$ cat config.mk
export PLATFORM = sky130hd
export DESIGN_NAME = red_pitaya_sort_pulse_gen_flat
export DESIGN_NICKNAME = d
export VERILOG_FILES = /design/src/rtl/sort_pulse_pkg.sv /design/src/rtl/sort_pulse_if.sv /design/src/rtl/sort_edge_detect.sv /design/src/rtl/red_pitaya_sort_pulse_gen.sv /design/src/flat_wrapper.sv
export SDC_FILE = /design/constraint.sdc
export NUM_CORES = 1
export LEC_CHECK = 0
export ABC_AREA = 1
export BUFFER_PORTS_ARGS = -buffer_cell sky130_fd_sc_hd__buf_4
export CORE_UTILIZATION = 45
export CTS_BUF_LIST = sky130_fd_sc_hd__clkbuf_16
export CTS_CLUSTER_DIAMETER = 80
export CTS_CLUSTER_SIZE = 40
export DETAILED_ROUTE_END_ITERATION = 6
export PLACE_DENSITY_LB_ADDON = 0.3
export REMOVE_ABC_BUFFERS = 1
export SLEW_MARGIN = 20
export SYNTH_ARGS = -nofsm -noshare
export SYNTH_HDL_FRONTEND = slang
export SYNTH_HIERARCHICAL = 1
export SYNTH_SLANG_ARGS = --single-unit
export TNS_END_PERCENT = 20
$ cat constraint.sdc
create_clock -name adc_clk_i -period 15 [get_ports adc_clk_i]
set_clock_uncertainty 0.05 [all_clocks]
set_input_delay 0.75 -clock adc_clk_i [delete_from_list [all_inputs] [get_ports adc_clk_i]]
set_output_delay 0.75 -clock adc_clk_i [all_outputs]
set_load 0.05 [all_outputs]
$ cat src/rtl/sort_pulse_pkg.sv
// Shared constants for the sort-actuator pulse generator: widths, state encoding,
// register offsets and reset defaults.
package sort_pulse_pkg;

   localparam int unsigned DWD = 14;
   localparam int unsigned MEM = 32;
   localparam int unsigned CNW = 16;
   localparam int unsigned AMW = 13;
   localparam int unsigned AW  = 20;

   typedef enum logic [1:0] {
      IDLE = 2'd0,
      POS  = 2'd1,
      NEG  = 2'd2
   } state_t;

   localparam logic [AW-1:0] ADDR_ENABLE = 20'h00000;
   localparam logic [AW-1:0] ADDR_AMP    = 20'h00004;
   localparam logic [AW-1:0] ADDR_HP     = 20'h00008;
   localparam logic [AW-1:0] ADDR_NCYC   = 20'h0000C;
   localparam logic [AW-1:0] ADDR_ABORT  = 20'h00010;
   localparam logic [AW-1:0] ADDR_DONE   = 20'h00100;
   localparam logic [AW-1:0] ADDR_MISSED = 20'h00104;
   localparam logic [AW-1:0] ADDR_STATE  = 20'h00108;
   localparam logic [AW-1:0] ADDR_CLEAR  = 20'h0010C;

   localparam logic           DEF_ENABLE = 1'b1;
   localparam logic [AMW-1:0] DEF_AMP    = 13'd4000;
   localparam logic [MEM-1:0] DEF_HP     = 32'd62500;
   localparam logic [CNW-1:0] DEF_NCYC   = 16'd10;

   // A half period of 0 would never terminate a phase; clamp it to 1.
   function automatic logic [MEM-1:0] hp_eff(input logic [MEM-1:0] hp);
      return (hp == '0) ? MEM'(1) : hp;
   endfunction

   function automatic logic signed [DWD-1:0] to_dac(input logic [AMW-1:0] amp, input logic neg);
      logic signed [DWD-1:0] v;
      v = signed'(DWD'(amp));
      return neg ? -v : v;
   endfunction

endpackage

$ cat src/rtl/sort_pulse_if.sv
// System-bus responder signalling shared with the FADS block.
interface sort_pulse_if;
   logic [31:0] sys_addr;
   logic [31:0] sys_wdata;
   logic [3:0]  sys_sel;
   logic        sys_wen;
   logic        sys_ren;
   logic [31:0] sys_rdata;
   logic        sys_err;
   logic        sys_ack;

   modport master (output sys_addr, sys_wdata, sys_sel, sys_wen, sys_ren,
                   input  sys_rdata, sys_err, sys_ack);
   modport slave  (input  sys_addr, sys_wdata, sys_sel, sys_wen, sys_ren,
                   output sys_rdata, sys_err, sys_ack);
endinterface

$ cat src/rtl/sort_edge_detect.sv
// Registers a level input twice and flags its rising edge (one cycle wide).
module sort_edge_detect (
   input  logic clk,
   input  logic rst,
   input  logic sig,
   output logic rise_c
);
   logic sig_q;
   logic sig_q2;

   always_ff @(posedge clk or posedge rst) begin
      if (rst) begin
         sig_q  <= 1'b0;
         sig_q2 <= 1'b0;
      end else begin
         sig_q  <= sig;
         sig_q2 <= sig_q;
      end
   end

   assign rise_c = sig_q & ~sig_q2;
endmodule

$ cat src/rtl/red_pitaya_sort_pulse_gen.sv
// Sort-actuator waveform generator: a trigger rising edge launches a bipolar
// square burst on the DAC; configuration and status live on the system bus.
module red_pitaya_sort_pulse_gen
   import sort_pulse_pkg::*;
(
   input  logic                  adc_clk_i,
   input  logic                  adc_rst_i,
   input  logic                  trig_i,
   output logic signed [DWD-1:0] dac_o,
   output logic                  busy_o,
   sort_pulse_if.slave           sys
);

   logic           rise_c;
   logic [AW-1:0]  addr_c;
   logic           abort_c, disable_c, clear_c;
   logic           enable_q;
   logic [AMW-1:0] amp_q, amp_sh_q, amp_sh_d;
   logic [MEM-1:0] hp_q, hp_sh_q, hp_sh_d;
   logic [CNW-1:0] ncyc_q, left_q, left_d;
   logic [MEM-1:0] cnt_q, cnt_d;
   logic [MEM-1:0] done_q, missed_q;
   logic           done_c, miss_c;
   state_t         state_q, state_d;
   logic signed [DWD-1:0] dac_d;
   logic [MEM-1:0] rd_c;
   wire            unused_ok = &{1'b0, sys.sys_sel, sys.sys_addr[31:AW]};

   sort_edge_detect u_trig (
      .clk    (adc_clk_i),
      .rst    (adc_rst_i),
      .sig    (trig_i),
      .rise_c (rise_c)
   );

   assign addr_c    = sys.sys_addr[AW-1:0];
   assign abort_c   = sys.sys_wen && (addr_c == ADDR_ABORT)  &&  sys.sys_wdata[0];
   assign disable_c = sys.sys_wen && (addr_c == ADDR_ENABLE) && !sys.sys_wdata[0];
   assign clear_c   = sys.sys_wen && (addr_c == ADDR_CLEAR)  &&  sys.sys_wdata[0];

   // Configuration registers; bursts only see them through the shadow copies.
   always_ff @(posedge adc_clk_i or posedge adc_rst_i) begin
      if (adc_rst_i) begin
         enable_q <= DEF_ENABLE;
         amp_q    <= DEF_AMP;
         hp_q     <= DEF_HP;
         ncyc_q   <= DEF_NCYC;
      end else if (sys.sys_wen) begin
         case (addr_c)
            ADDR_ENABLE: enable_q <= sys.sys_wdata[0];
            ADDR_AMP:    amp_q    <= sys.sys_wdata[AMW-1:0];
            ADDR_HP:     hp_q     <= sys.sys_wdata;
            ADDR_NCYC:   ncyc_q   <= sys.sys_wdata[CNW-1:0];
            default: ;
         endcase
      end
   end

   always_comb begin
      state_d  = state_q;
      cnt_d    = cnt_q;
      left_d   = left_q;
      amp_sh_d = amp_sh_q;
      hp_sh_d  = hp_sh_q;
      dac_d    = dac_o;
      done_c   = 1'b0;
      miss_c   = 1'b0;
      case (state_q)
         IDLE: begin
            if (rise_c) begin
               if (!enable_q) begin
                  miss_c = 1'b1;
               end else if (ncyc_q != '0) begin
                  state_d  = POS;
                  amp_sh_d = amp_q;
                  hp_sh_d  = hp_eff(hp_q);
                  left_d   = ncyc_q;
                  cnt_d    = '0;
                  dac_d    = to_dac(amp_q, 1'b0);
               end
            end
         end
         POS: begin
            miss_c = rise_c;
            if (cnt_q == hp_sh_q - MEM'(1)) begin
               state_d = NEG;
               cnt_d   = '0;
               dac_d   = to_dac(amp_sh_q, 1'b1);
            end else begin
               cnt_d = cnt_q + MEM'(1);
            end
         end
         NEG: begin
            miss_c = rise_c;
            if (cnt_q == hp_sh_q - MEM'(1)) begin
               left_d = left_q - CNW'(1);
               cnt_d  = '0;
               if (left_q == CNW'(1)) begin
                  state_d = IDLE;
                  dac_d   = '0;
                  done_c  = 1'b1;
               end else begin
                  state_d = POS;
                  dac_d   = to_dac(amp_sh_q, 1'b0);
               end
            end else begin
               cnt_d = cnt_q + MEM'(1);
            end
         end
         default: begin
            state_d = IDLE;
            dac_d   = '0;
         end
      endcase
      // Abort or disable cancels the burst without counting it as done.
      if ((abort_c || disable_c) && state_q != IDLE) begin
         state_d = IDLE;
         cnt_d   = '0;
         left_d  = '0;
         dac_d   = '0;
         done_c  = 1'b0;
      end
   end

   always_ff @(posedge adc_clk_i or posedge adc_rst_i) begin
      if (adc_rst_i) begin
         state_q  <= IDLE;
         cnt_q    <= '0;
         left_q   <= '0;
         amp_sh_q <= '0;
         hp_sh_q  <= '0;
         dac_o    <= '0;
         busy_o   <= 1'b0;
      end else begin
         state_q  <= state_d;
         cnt_q    <= cnt_d;
         left_q   <= left_d;
         amp_sh_q <= amp_sh_d;
         hp_sh_q  <= hp_sh_d;
         dac_o    <= dac_d;
         busy_o   <= (state_d != IDLE);
      end
   end

   // Status counters; a clear in the same cycle as an increment wins.
   always_ff @(posedge adc_clk_i or posedge adc_rst_i) begin
      if (adc_rst_i) begin
         done_q   <= '0;
         missed_q <= '0;
      end else if (clear_c) begin
         done_q   <= '0;
         missed_q <= '0;
      end else begin
         if (done_c) done_q   <= done_q + MEM'(1);
         if (miss_c) missed_q <= missed_q + MEM'(1);
      end
   end

   always_comb begin
      rd_c = '0;
      case (addr_c)
         ADDR_ENABLE: rd_c = MEM'(enable_q);
         ADDR_AMP:    rd_c = MEM'(amp_q);
         ADDR_HP:     rd_c = hp_q;
         ADDR_NCYC:   rd_c = MEM'(ncyc_q);
         ADDR_DONE:   rd_c = done_q;
         ADDR_MISSED: rd_c = missed_q;
         ADDR_STATE:  rd_c = MEM'(state_q);
         default:     rd_c = '0;
      endcase
   end

   always_ff @(posedge adc_clk_i or posedge adc_rst_i) begin
      if (adc_rst_i) begin
         sys.sys_rdata <= '0;
         sys.sys_ack   <= 1'b0;
         sys.sys_err   <= 1'b0;
      end else begin
         sys.sys_rdata <= sys.sys_ren ? rd_c : '0;
         sys.sys_ack   <= sys.sys_wen | sys.sys_ren;
         sys.sys_err   <= 1'b0;
      end
   end

endmodule

$ cat src/flat_wrapper.sv
// flat-port wrapper written by rule: the top's interface ports become plain ports
module red_pitaya_sort_pulse_gen_flat import sort_pulse_pkg::*;
  (adc_clk_i, adc_rst_i, trig_i, dac_o, busy_o, sys_sys_addr, sys_sys_wdata, sys_sys_sel, sys_sys_wen, sys_sys_ren, sys_sys_rdata, sys_sys_err, sys_sys_ack);
  sort_pulse_if sys_i ();
  input  logic adc_clk_i;
  input  logic adc_rst_i;
  input  logic trig_i;
  output logic signed [DWD-1:0] dac_o;
  output logic busy_o;
  input wire logic [$bits(sys_i.sys_addr)-1:0] sys_sys_addr;
  input wire logic [$bits(sys_i.sys_wdata)-1:0] sys_sys_wdata;
  input wire logic [$bits(sys_i.sys_sel)-1:0] sys_sys_sel;
  input wire logic [$bits(sys_i.sys_wen)-1:0] sys_sys_wen;
  input wire logic [$bits(sys_i.sys_ren)-1:0] sys_sys_ren;
  output wire logic [$bits(sys_i.sys_rdata)-1:0] sys_sys_rdata;
  output wire logic [$bits(sys_i.sys_err)-1:0] sys_sys_err;
  output wire logic [$bits(sys_i.sys_ack)-1:0] sys_sys_ack;
  assign sys_i.sys_addr = sys_sys_addr;
  assign sys_i.sys_wdata = sys_sys_wdata;
  assign sys_i.sys_sel = sys_sys_sel;
  assign sys_i.sys_wen = sys_sys_wen;
  assign sys_i.sys_ren = sys_sys_ren;
  assign sys_sys_rdata = sys_i.sys_rdata;
  assign sys_sys_err = sys_i.sys_err;
  assign sys_sys_ack = sys_i.sys_ack;
  red_pitaya_sort_pulse_gen u_core (.adc_clk_i(adc_clk_i), .adc_rst_i(adc_rst_i), .trig_i(trig_i), .dac_o(dac_o), .busy_o(busy_o), .sys(sys_i));
endmodule
== After elaboration in Yosys (flattened, before gate mapping) ==
Index checks and enable logic that the tools add are counted.

* Flip-flop bits (word level): 271
* Input port bits: 73
* Output and inout port bits: 49
* Logic and storage cells: 113

* Add/subtract/negate cells: 6
* Equality and inequality tests: 17
* Multiplexer cells: 42
* Bitwise operators: 3
* Reductions and logical operators: 28

{| class="wikitable"
|+ Operator list
! operator !! count
|-
| $mux W32 || 11
|-
| $pmux W32 S7 || 1
|-
| $add A32 B1 Y32 const B || 3
|-
| $mux W14 || 6
|-
| $eq A20 B9 Y1 const B || 4
|-
| $mux W16 || 5
|-
| $pmux W32 S2 || 1
|-
| $pmux W14 S3 || 1
|-
| $eq A20 B4 Y1 const B || 2
|-
| $eq A32 B32 Y1 || 1
|-
| $logic_not A32 Y1 || 1
|-
| $pmux W16 S2 || 1
|-
| $sub A32 B1 Y32 const B || 1
|-
| $eq A20 B3 Y1 const B || 1
|-
| $eq A20 B5 Y1 const B || 1
|-
| $logic_not A20 Y1 || 1
|-
| $eq A16 B1 Y1 const B || 1
|-
| $reduce_bool A16 Y1 || 1
|-
| $sub A16 B1 Y16 const B || 1
|-
| $ne A3 B1 Y1 const B || 5
|-
| $neg A13 Y14 || 1
|-
| $mux W13 || 1
|-
| $mux W2 || 6
|-
| $reduce_and A5 Y1 || 2
|-
| other kinds (17) || 37
|}

== Longest topological paths before layout ==
* Depth after elaboration: 8
* Mapped depth: 21
* Mapped depth without buffers: 20

== Cells and area by module ==
The synthesis kept the hierarchy.

{| class="wikitable"
|+ Modules (own cells, without submodules)
! module !! instances !! cells each !! area each (um^2) !! seq. area each (um^2)
|-
| red_pitaya_sort_pulse_gen || 1 || 2285 || 16413.2 || 6751.5
|-
| sort_edge_detect || 1 || 5 || 63.8 || 50.0
|}

== Worst setup path after synthesis ==
No wires, ideal clock.

* Kind: input to register
* Start: input port sys_sys_addr[19]
* End: register u_core.busy_o
* Library setup time: 0.118 ns
* Arrival: 2.353 ns
* Required time: 14.832 ns
* Path slack: 12.479 ns
* Cell stages on the path: 15
* Buffers on the path: 1
* Cells stage by stage: nor2_1 > nand2_1 > nor2_1 > nand2_1 > nor2_2 > nand3_2 > nand2_2 > nand2_4 > clkinv_1 > nor2_1 > inv_1 > buf_2 > a21oi_1 > nand2_1 > nand2_1

* Word-level cells in the longest chain between the ends: 7
* Elaborated cells on any way between the ends: 10
* Classes of those cells: eq/ne: 1; mux: 1; reduce/logical: 8

{| class="wikitable"
|+ Ends and longest elaborated chain
! what !! line !! RTL
|-
| start: declaration || flat_wrapper.sv:10 || <nowiki>input wire logic [$bits(sys_i.sys_addr)-1:0] sys_sys_addr;</nowiki>
|-
| $eq A20 B5 Y1 or $logic_not A20 Y1 (tied branches) || red_pitaya_sort_pulse_gen.sv:37, red_pitaya_sort_pulse_gen.sv:38 ||
|-
| $logic_and A1 B1 Y1, on equally long branches (2 in series) || red_pitaya_sort_pulse_gen.sv:37, red_pitaya_sort_pulse_gen.sv:38 ||
|-
| $logic_or A1 B1 Y1 * || red_pitaya_sort_pulse_gen.sv:116 || <nowiki>if ((abort_c || disable_c) && state_q != IDLE) begin</nowiki>
|-
| $logic_and A1 B1 Y1 * || red_pitaya_sort_pulse_gen.sv:116 ||
|-
| $mux W2 * || red_pitaya_sort_pulse_gen.sv:116 ||
|-
| $reduce_bool A2 Y1 * || red_pitaya_sort_pulse_gen.sv:141 || <nowiki>busy_o <= (state_d != IDLE);</nowiki>
|-
| end signal: assignment || red_pitaya_sort_pulse_gen.sv:141 ||
|-
| end: declaration || red_pitaya_sort_pulse_gen.sv:10 || <nowiki>output logic busy_o,</nowiki>
|}

Mark *: on every way between the ends. The rest lies on a longest branch, timed or not.
A chain may end at the register's enable or synchronous reset.

== Worst setup path after layout ==
* Start: register u_core.hp_sh_q[0]
* End: register u_core.done_q[26]

* Word-level cells in the longest chain between the ends: 6

{| class="wikitable"
|+ Ends and longest elaborated chain
! what !! line !! RTL
|-
| start: declaration || red_pitaya_sort_pulse_gen.sv:19 || <nowiki>logic [MEM-1:0] hp_q, hp_sh_q, hp_sh_d;</nowiki>
|-
| start signal: assignment || red_pitaya_sort_pulse_gen.sv:139 || <nowiki>hp_sh_q <= hp_sh_d;</nowiki>
|-
| $sub A32 B1 Y32 || red_pitaya_sort_pulse_gen.sv:95 || <nowiki>if (cnt_q == hp_sh_q - MEM'(1)) begin</nowiki>
|-
| $eq A32 B32 Y1 || red_pitaya_sort_pulse_gen.sv:95 ||
|-
| $mux W1 || red_pitaya_sort_pulse_gen.sv:95 ||
|-
| $mux W1 || red_pitaya_sort_pulse_gen.sv:68 || <nowiki>case (state_q)</nowiki>
|-
| $mux W1 || red_pitaya_sort_pulse_gen.sv:116 ||
|-
| $reduce_bool A2 Y1 (no source line) || n/a ||
|-
| end signal: assignment || red_pitaya_sort_pulse_gen.sv:154 || <nowiki>if (done_c) done_q <= done_q + MEM'(1);</nowiki>
|-
| end: declaration || red_pitaya_sort_pulse_gen.sv:22 || <nowiki>logic [MEM-1:0] done_q, missed_q;</nowiki>
|}

Every way passes these cells.

==> impl_metrics.py <==
metrics = {
    "status": {
        "status": "finished with violations",
        "violations": "DRC",
    },
    "cts": {
        "clock_path_buffers": 3,
        "cts_root_buffer": "clkbuf_16",
        "cts_buffers": 14,
        "post_cts_buffers": 0,
        "cts_max_level": 1,
        "hold_buffers": 0,
        "insertion_delay_ns": 0.53,
        "cts_tree": "done",
        "cts.sinks": 271,
        "clk_pin_slew_ns": 0.11,
        "ctsResizeCount": 0,
    },
    "yosys": {
        "avgSynthCellArea_sq_um": 7.20,
        "post-synth-top-area-cell": "dfrtp_1",
        "ys_seq_area_share_pct": 41.3,
        "synth-edff-count": 0,
        "synth_top_area_share_pct": 38.7,
        "yosys_warnings": 6,
        "netlist_top_cells_count": "nand2_1, nor2_1, inv_1, dfrtp_1, nand3_1",
        "yosysMostFrequentCell": "nand2_1",
        "synthTopCellsByArea": "dfrtp_1, nand2_1, nor2_1",
        "ys_ff_latch": 271,
        "async_flop_share_pct": 100,
        "ys_types": 58,
        "synth_cells": 2290,
        "ys.flop_type": "dfrtp_1",
        "syn_area_sq_um": 16500,
    },
    "grt": {
        "grt_max_degree": 144,
        "grt_pass1_wl_um": 79100,
        "antenna_found_initial": 0,
        "grt_pass1_vias": 14900,
        "grt_overflow": 0,
        "track_usage_pct": 26.4,
    },
    "detailed_routing": {
        "via_per_inst": 5.59,
        "drtAntennaViolNets": 0,
        "first_pass_iters": 7,
        "finalWirelength_um": 50000,
        "via_count": 15700,
        "drtIter0Drc": 1367,
        "wl_per_cell_um": 17.8,
        "drc": 4,
    },
    "power": {
        "power_frac_seq_pct": 55.9,
        "switching_share_pct": 28.5,
        "power_density_nw_per_um2": 76.8,
        "ir_drop_mv": 0.107,
        "leakagePower_nw": 9.30,
        "p_comb_share_pct": 8.8,
        "p_int_uw": 997,
        "pwr-share-clk_pct": 35.3,
        "power_switching_uw": 398,
    },
    "worst_setup_path": {
        "start_kind": "flip-flop",
        "criticalPathCategory": "reg -> reg",
        "required_ns": 15.33,
        "setup.worst_path.end_class": "flip-flop",
        "arrival_ns": 4.10,
        "path_max_fanout": 20,
    },
    "sta": {
        "rsz0062_at_grt": "no",
        "fmax_mhz": 265,
        "tns_ns": 0,
        "post-route-period-util_pct": 25.1,
        "finalCriticalPeriod_ns": 3.77,
        "max_slew.worst_pin.slew_ns": 1.05,
        "maxSlewViolCount": 0,
        "timing.final.ws_setup_ns": 11.23,
        "timing.slew.headroom_pct": 29.9,
        "hold_viol_final": 0,
        "finalSetupViolations": 0,
    },
    "job": {
        "maxCapViolCount": 0,
    },
    "floorplanning": {
        "dieArea_sq_um": 37400,
        "die_h_um": 193,
        "rows": 69,
        "initial_utilization_pct": 46.0,
        "num_io_pins": 122,
        "core_sq_um": 35800,
        "die_w_um": 193,
    },
    "placement": {
        "port-buffer-count": 104,
        "hpwl_um": 37800,
        "routabilityCongestion": 0.951,
        "pre_cts_ws_ns": 10.69,
    },
    "layout": {
        "nets": 2427,
        "areaGrowthSynthToFinish_pct": 10.2,
        "drive_gt1_share_pct": 10.9,
        "fillCellCount": 3485,
    },
    "hold_path": {
        "hold_class": "in -> async",
    },
}
[layout by cell type (no fill, tap or decap), types with 49 or more instances in the layout]
master	Yosys	routed
a21oi_1	66	66
buf_4	3	118
dfrtp_1	255	255
inv_1	257	256
nand2_1	589	588
nand3_1	136	136
nand4_1	93	93
nor2_1	307	303
nor3_1	54	53
o21ai_0	127	127
xor2_1	49	49
[routing by layer]
metal	GRT usage, %	wire (um)	up-vias
met3	4.22	4040	78
li1	-	-	7557
met5	0	0	-
met2	42.5	23000	585
met1	36.3	21600	7510
met4	8.77	1390	0
[logic make-up (layout without fill, tap and decap cells)]
kind of cell	Yosys count	after routing	share of synthesized area (%)
simple gates	1292	1292	35.2
other cells	1	2	0.0228
buf+inv	351	412	8.50
mux	6	6	0.410
xor+xnor	77	77	4.09
flops	271	271	41.3
fa+ha+maj	11	11	0.835
compound gates	281	281	9.69
[power by group through the flow]
stage,combinational (mW),sequential (mW),clock [mW]
CTS,0.122,0.779,0.505
detailed placement,0.122,0.793,0
floorplan,0.0802,0.785,0
global route,0.137,0.783,0.532
finish,0.122,0.780,0.492
global placement,0.119,0.792,0
[worst paths after layout]
path                                     start              endpoint  slack [ns]  cells past startpoint
max                          u_core/hp_sh_q[0]     u_core/done_q[26]       11.23                     17
min                                  adc_rst_i   u_core/u_trig/sig_q        0.07                      2
max reg2reg                  u_core/hp_sh_q[0]     u_core/done_q[26]       11.23                     17
min reg2reg                u_core/u_trig/sig_q  u_core/u_trig/sig_q2        0.34                      0
max in group asynchronous            adc_rst_i    u_core/hp_sh_q[16]       13.19                      3
min in group adc_clk_i                  trig_i   u_core/u_trig/sig_q        0.29                      1
[registers in the layout (all words and copies together) (netlist names)]
| name | cells |
|---|---|
| u_core/amp_sh_q | 13 |
| u_core/done_q | 32 |
| u_core/u_trig/sig_q2 | 1 |
| u_core/u_trig/sig_q | 1 |
| u_core/ncyc_q | 16 |
| u_core/sys.sys_rdata | 32 |
| u_core/sys.sys_ack | 1 |
| u_core/busy_o | 1 |
| u_core/amp_q | 13 |
| u_core/missed_q | 32 |
| u_core/cnt_q | 32 |
| u_core/state_q | 2 |
| u_core/dac_o | 14 |
| u_core/hp_q | 32 |
| u_core/enable_q | 1 |
| u_core/hp_sh_q | 32 |
| u_core/left_q | 16 |
[worst max-delay path: stages, from the launching register on]
cell,delay (ns)
dfrtp_1,0.39
inv_1,0.14
ha_1,0.26
nand2_4,0.12
nor2_8,0.25
nand2_2,0.16
nor2_1,0.15
nand2_1,0.07
nand2_1,0.07
nand2_1,0.06
nor2_1,0.08
nand2_1,0.05
nor2_1,0.31
nand3_1,0.23
nor2_1,0.17
nand3_1,0.71
nand3_1,0.27
nand2_1,0.08
[layout make-up]
type | count | area (sq um) | area share (%)
diodes | 1 | 2.50 | 0.0138
clock buffers | 15 | 375 | 2.07
clock inverters | 9 | 163 | 0.896
inverters | 269 | 1020 | 5.62
multi-input cells | 1668 | 8310 | 45.8
flip-flops and latches | 271 | 6800 | 37.5
well taps | 461 | 577 | 3.18
repair buffers | 119 | 906 | 4.99
[per-stage QoR]
step           hold WS, ns  total power, mW  std cells  util, %  cell area (sq um)
4_1_cts             0.0682             1.41       2812     50.6              18100
3_5_place_dp         0.327            0.914       2788     49.1              17600
5_1_grt             0.0645             1.45       2812     50.7              18200
2_1_floorplan        0.304            0.866       2208        -              16100
6_report            0.0742             1.39       2813     50.7              18200
3_3_place_gp         0.311            0.911       2788     49.1              17600
Power figures use the tool's default switching activity.
